--- config.mk ---
export PLATFORM = sky130hd
export DESIGN_NAME = fmul_arbiter_flat
export DESIGN_NICKNAME = d
export VERILOG_FILES = /design/src/rtl/fmul_arb_pkg.sv /design/src/rtl/fmul_arbiter_if.sv /design/src/rtl/rr_arbiter.sv /design/src/rtl/fmul_arbiter.sv /design/src/flat_wrapper.sv
export SDC_FILE = /design/constraint.sdc
export NUM_CORES = 1
export LEC_CHECK = 0
export BUFFER_PORTS_ARGS = -buffer_cell sky130_fd_sc_hd__buf_2
export CORE_AREA = 2 2 154 156
export CTS_BUF_LIST = sky130_fd_sc_hd__clkbuf_8
export DETAILED_ROUTE_END_ITERATION = 10
export DIE_AREA = 0 0 156 158
export PLACE_DENSITY = 0.45
export SLEW_MARGIN = 20
export SYNTH_ARGS = -nofsm -noshare
export SYNTH_HDL_FRONTEND = slang
export SYNTH_HIERARCHICAL = 1
export SYNTH_SLANG_ARGS = --single-unit
--- constraint.sdc ---
create_clock -name clk -period 3.4 [get_ports clk]
set_input_delay 0.68 -clock clk [delete_from_list [all_inputs] [get_ports clk]]
set_output_delay 0.68 -clock clk [all_outputs]
set_load 0.05 [all_outputs]
--- src/rtl/fmul_arb_pkg.sv ---
// fmul_arb_pkg: shared constants, tag type and id-width helper for fmul_arbiter
package fmul_arb_pkg;
  localparam int FP32_W = 32;
  localparam int TAG_ID_W = 3;
  typedef struct packed {
    logic valid;
    logic [TAG_ID_W-1:0] id;
  } tag_t;
  function automatic int clog2(input int n);
    return (n <= 2) ? 1 : $clog2(n);
  endfunction
endpackage

--- src/rtl/fmul_arbiter_if.sv ---
// fmul_arbiter_if: requester, multiplier and response signals of the shared FP multiplier arbiter
interface fmul_arbiter_if #(parameter int NUM_REQ = 4);
  import fmul_arb_pkg::*;
  logic [NUM_REQ-1:0] req_valid;
  logic [NUM_REQ-1:0] req_ready;
  logic [NUM_REQ*FP32_W-1:0] req_a;
  logic [NUM_REQ*FP32_W-1:0] req_b;
  logic [FP32_W-1:0] mul_a;
  logic [FP32_W-1:0] mul_b;
  logic [FP32_W-1:0] mul_out;
  logic [NUM_REQ-1:0] rsp_valid;
  logic [FP32_W-1:0] rsp_data;
  modport slave (
    input req_valid, req_a, req_b, mul_out,
    output req_ready, mul_a, mul_b, rsp_valid, rsp_data
  );
  modport master (
    output req_valid, req_a, req_b, mul_out,
    input req_ready, mul_a, mul_b, rsp_valid, rsp_data
  );
endinterface

--- src/rtl/rr_arbiter.sv ---
// rr_arbiter: round-robin one-hot grant, searching upward from the slot after the last accepted winner
module rr_arbiter
  import fmul_arb_pkg::*;
#(
  parameter int N = 4
) (
  input  logic                  clk,
  input  logic                  rst_n,
  input  logic [N-1:0]          req,
  input  logic                  accept,
  output logic [N-1:0]          grant,
  output logic [clog2(N)-1:0]   grant_id
);
  localparam int W = clog2(N);
  logic [W-1:0] last;
  // Scan offsets from farthest to nearest so the nearest valid requester after last wins
  always_comb begin
    grant_id = '0;
    for (int k = N; k >= 1; k--)
      if (req[(int'(last) + k) % N]) grant_id = W'((int'(last) + k) % N);
    grant = |req ? N'(1) << grant_id : '0;
  end
  // Pointer moves only when the winner is actually accepted; reset makes requester 0 first
  always_ff @(posedge clk or negedge rst_n)
    if (!rst_n) last <= W'(N - 1);
    else if (accept) last <= grant_id;
endmodule

--- src/rtl/fmul_arbiter.sv ---
// fmul_arbiter: round-robin sharing of one external FP32 multiplier; optional FMUL_ARB_STATS_EN adds grant counters
module fmul_arbiter
  import fmul_arb_pkg::*;
#(
  parameter int NUM_REQ = 4,
  parameter int MUL_LAT = 2
) (
  input logic clk,
  input logic rst_n,
  fmul_arbiter_if.slave bus
`ifdef FMUL_ARB_STATS_EN
  ,
  output logic [NUM_REQ*16-1:0] grant_cnt
`endif
);
  localparam int ID_W = clog2(NUM_REQ);
  logic [NUM_REQ-1:0] req;
  logic [NUM_REQ-1:0] grant;
  logic [ID_W-1:0] win;
  logic xfer;
  tag_t pipe [MUL_LAT];
  tag_t tail;
  assign req = rst_n ? bus.req_valid : '0;
  assign xfer = |req;
  rr_arbiter #(.N(NUM_REQ)) u_rr (
    .clk(clk),
    .rst_n(rst_n),
    .req(req),
    .accept(xfer),
    .grant(grant),
    .grant_id(win)
  );
  assign bus.req_ready = grant;
  assign bus.mul_a = xfer ? bus.req_a[int'(win)*FP32_W +: FP32_W] : '0;
  assign bus.mul_b = xfer ? bus.req_b[int'(win)*FP32_W +: FP32_W] : '0;
  assign tail = pipe[MUL_LAT-1];
  assign bus.rsp_valid = tail.valid ? NUM_REQ'(1) << tail.id : '0;
  assign bus.rsp_data = tail.valid ? bus.mul_out : '0;
  // Tag pipeline shadows the multiplier so each product returns to its issuer
  always_ff @(posedge clk or negedge rst_n)
    if (!rst_n) begin
      for (int i = 0; i < MUL_LAT; i++) pipe[i] <= '0;
    end else begin
      pipe[0] <= '{valid: xfer, id: TAG_ID_W'(win)};
      for (int i = 1; i < MUL_LAT; i++) pipe[i] <= pipe[i-1];
    end
`ifdef FMUL_ARB_STATS_EN
  // Per-requester grant counters that stick at all-ones once saturated
  always_ff @(posedge clk or negedge rst_n)
    if (!rst_n) grant_cnt <= '0;
    else
      for (int i = 0; i < NUM_REQ; i++)
        if (grant[i] && grant_cnt[i*16 +: 16] != 16'hFFFF)
          grant_cnt[i*16 +: 16] <= grant_cnt[i*16 +: 16] + 16'd1;
`endif
endmodule

--- src/flat_wrapper.sv ---
// flat-port wrapper written by rule: the top's interface ports become plain ports
module fmul_arbiter_flat import fmul_arb_pkg::*;
#(
  parameter int NUM_REQ = 4,
  parameter int MUL_LAT = 2
)
  (clk, rst_n, bus_req_valid, bus_req_a, bus_req_b, bus_mul_out, bus_req_ready, bus_mul_a, bus_mul_b, bus_rsp_valid, bus_rsp_data);
  fmul_arbiter_if #(.NUM_REQ(NUM_REQ)) bus_i ();
  input logic clk;
  input logic rst_n;
  input wire logic [$bits(bus_i.req_valid)-1:0] bus_req_valid;
  input wire logic [$bits(bus_i.req_a)-1:0] bus_req_a;
  input wire logic [$bits(bus_i.req_b)-1:0] bus_req_b;
  input wire logic [$bits(bus_i.mul_out)-1:0] bus_mul_out;
  output wire logic [$bits(bus_i.req_ready)-1:0] bus_req_ready;
  output wire logic [$bits(bus_i.mul_a)-1:0] bus_mul_a;
  output wire logic [$bits(bus_i.mul_b)-1:0] bus_mul_b;
  output wire logic [$bits(bus_i.rsp_valid)-1:0] bus_rsp_valid;
  output wire logic [$bits(bus_i.rsp_data)-1:0] bus_rsp_data;
  assign bus_i.req_valid = bus_req_valid;
  assign bus_i.req_a = bus_req_a;
  assign bus_i.req_b = bus_req_b;
  assign bus_i.mul_out = bus_mul_out;
  assign bus_req_ready = bus_i.req_ready;
  assign bus_mul_a = bus_i.mul_a;
  assign bus_mul_b = bus_i.mul_b;
  assign bus_rsp_valid = bus_i.rsp_valid;
  assign bus_rsp_data = bus_i.rsp_data;
  fmul_arbiter #(.NUM_REQ(NUM_REQ), .MUL_LAT(MUL_LAT)) u_core (.clk(clk), .rst_n(rst_n), .bus(bus_i));
endmodule
==> impl_metrics.yaml <==
sta:
  fmax_mhz: 298.8
  worst_slew_pin_slew_ns: 0.6829
  period_needed_ns: 3.347
  setup_viol: 0
  final_max_slew_viol_count: 0
  min_period_over_period_pct: 98.44
  skew_ns: 0.002440
  finalHoldViolCount: 0
  rsz0062_at_grt: "true"
  relSlewSlack_pct: 54.47
clocking:
  cts_made_buffers: 3
  worstSkewPairLatency_ns: 0.22
  ctsHoldBuffers: 0
  root_buffer: "clkbuf_8"
  h-tree-depth: 1
  cts.sinks: 8
  cts_buffer_depth: 2
  clk_pin_slew_ns: 0.04
  cts_tree: "built"
critical_path:
  crit_required_ns: 2.72
  worst-setup-path-type: "in2out"
  endpoint_kind: "output port"
  ff2ff_setup_slack_ns: 1.54
  cp_max_fo: 36
  cp.arrival_ns: 2.67
  cp-start-kind: "primary input"
global_routing:
  grt_overflow: 0
  grt_max_degree: 69
  antenna_found_initial: 3
  grt_pass1_wl_mm: 19.99
  grt_usage_pct: 10.41
  grt_pass1_vias: 3550
cells_and_area:
  register_area_um2: 202.7
  syn2layout_area_growth_pct: 89.11
  finalInstanceArea_mm2: 0.005151
  nFillCells: 2537
  multi_input_area_mm2: 0.002297
  instances_no_fill: 912
  drive_gt1_share_pct: 78.55
  nets: 915
floorplanning:
  dieWidth_um: 156
  io-pin-count: 398
  start_util_pct: 11.82
  fp.dieH_um: 158
  rows: 56
  die-area_mm2: 0.02465
  core_area_mm2: 0.02305
flow_run:
  cap_violations: 0
hold_path:
  hp-class: "reg2reg"
logic_synthesis:
  yosysSeqAreaShare_pct: 7.441
  synth_warnings: 6
  syn_area_per_cell_um2: 11.89
  syn_area_mm2: 0.002724
  ys_seq_elements: 8
  syn_inst: 229
  synth_area_leaders: "mux4_2, and2_1, dfrtp_1"
  synth.distinct_cells: 31
  yosys.area.top_type: "mux4_2"
  synth.net_count: 523
  synth_top_area_share_pct: 49.61
placement:
  gp_congestion: 0.7856
  dpl_cell_area_mm2: 0.005002
  port_buffers: 397
  dp_hpwl_mm: 12.29
  place_inst: 903
power_and_ir_drop:
  p_leak_uw: 0.002665
  peakVddDrop_mv: 0.1342
  p_per_area_mw_per_mm2: 317.3
run_status:
  status: "complete, no violations"
route:
  num_vias: 3557
  wl_mm: 14.67
  remaining_drc_errors: 0
  firstDrtPassIters: 4
  wl_per_cell_um: 16.09
  postRouteAntennaNets: 0
  via_per_inst: 3.900
  drt_iter0_drc: 142
critical path, stage by stage:
cell and delay, ns:
buf_2 0.13, and2_1 0.20, o21ai_2 0.15, o21ai_2 0.08, a221oi_4 0.39, buf_12 0.26
mux4_2 0.35, and2_1 0.18, buf_2 0.20
path summary, 6_finish.rpt:
kind | cells after the start | startpoint | end
setup / recovery | 9 | rst_n | bus_mul_b[14]
hold / removal | 0 | u_core/pipe[7] | u_core/pipe[3]
setup reg to reg | 6 | u_core/u_rr/last[1] | u_core/pipe[4]
hold reg to reg | 0 | u_core/pipe[7] | u_core/pipe[3]
max in group asynchronous | 2 | rst_n | u_core/u_rr/last[0]
min in group asynchronous | 2 | rst_n | u_core/pipe[5]
cell type report:
type	instances	share of cell area [%]
multi-input cells	192	44.60
repair buffers	412	43.07
well taps	290	7.044
flip-flops and latches	8	3.935
clock buffers	3	0.8016
inverters	4	0.3886
diodes	2	0.09716
clock inverters	1	0.07287
synth_stat cells (all sizes together):
| cell type | n |
|---|---|
| o22ai | 1 |
| o41a | 1 |
| and3 | 1 |
| nand2 | 2 |
| dfrtp | 6 |
| mux2i | 1 |
| dfstp | 2 |
| and3b | 1 |
| o211a | 1 |
| and2 | 101 |
| o21ai | 4 |
| inv | 4 |
| o221a | 1 |
| buf | 14 |
| a21oi | 4 |
| clkbuf | 11 |
| nor2b | 1 |
| mux2 | 1 |
| nand2b | 1 |
| nor3b | 1 |
| a221oi | 1 |
| mux4 | 64 |
| nor2 | 5 |
cells by family (layout without fill, tap and decap cells):
family	count (synthesis)	count (layout)	share of synthesized area, %
and+or+nand+nor	113	113	25.45
muxes	66	66	54.39
buffers and inverters	29	420	8.452
AOI/OAI and AO/OA	13	13	4.272
DFF	8	8	7.441
other	0	2	0
report_power, final:
group	internal (uW)	leakage (uW)	switching, uW	total, uW
registers	112	0.0000936	20.5	133
clock network	78.0	0.0000269	35.3	113
logic	597	0.00254	792	1390
total	787	0.00266	848	1630
what timing repair did:
action	4_1_cts	5_1_grt
setup buffers	0	1
endpoints found under the setup margin	1	63
resized for setup	2	13
gates cloned	0	2
cell usage in the layout (no fill, tap or decap):
| cell type | instances |
|---|---|
| nor2b_1 | 1 |
| clkbuf_8 | 3 |
| dfstp_2 | 2 |
| o22ai_1 | 1 |
| nand2b_1 | 1 |
| o221a_2 | 1 |
| buf_12 | 2 |
| mux4_2 | 60 |
| mux2i_1 | 1 |
| dfrtp_1 | 6 |
| and3_1 | 1 |
| buf_2 | 394 |
| a221oi_4 | 1 |
| o21ai_0 | 1 |
| and3b_1 | 1 |
| mux2_4 | 1 |
| and2_1 | 99 |
| clkinv_4 | 1 |
| a21oi_1 | 3 |
| buf_4 | 9 |
| o21ai_2 | 2 |
| o41a_2 | 1 |
| nand2_1 | 2 |
| buf_16 | 2 |
| o211a_1 | 1 |
| and2_4 | 2 |
| o21ai_1 | 1 |
| buf_6 | 3 |
| nor3b_1 | 1 |
| clkbuf_16 | 2 |
| diode_2 | 2 |
| a21oi_2 | 1 |
| nor2_1 | 5 |
| inv_1 | 4 |
| mux4_1 | 4 |
registers in the layout, indices dropped and copies added (netlist names):
register,flops
u_core/pipe,6
u_core/u_rr/last,2
per-layer routing:
metal	share of wire, %	track usage [%]
met1	38	12.14
met2	52	19.81
met3	8.3	2.217
met4	1.0	1.660
met5	0	0
metrics by stage:
step	utilization [%]	total power (uW)	setup slack, ns	hold slack [ns]	TNS [ns]
after floorplan	-	1144	0.2505	0.3312	0
after global placement	21.70	1486	0.01165	0.3325	0
after detailed placement	21.70	1490	0.001912	0.3347	0
after CTS	21.93	1613	0.004638	0.3441	0
after global routing	22.35	1738	-0.05121	0.3475	-1.268
final	22.35	1634	0.05313	0.3425	0
No activity file was read; power rests on OpenSTA's default activity.
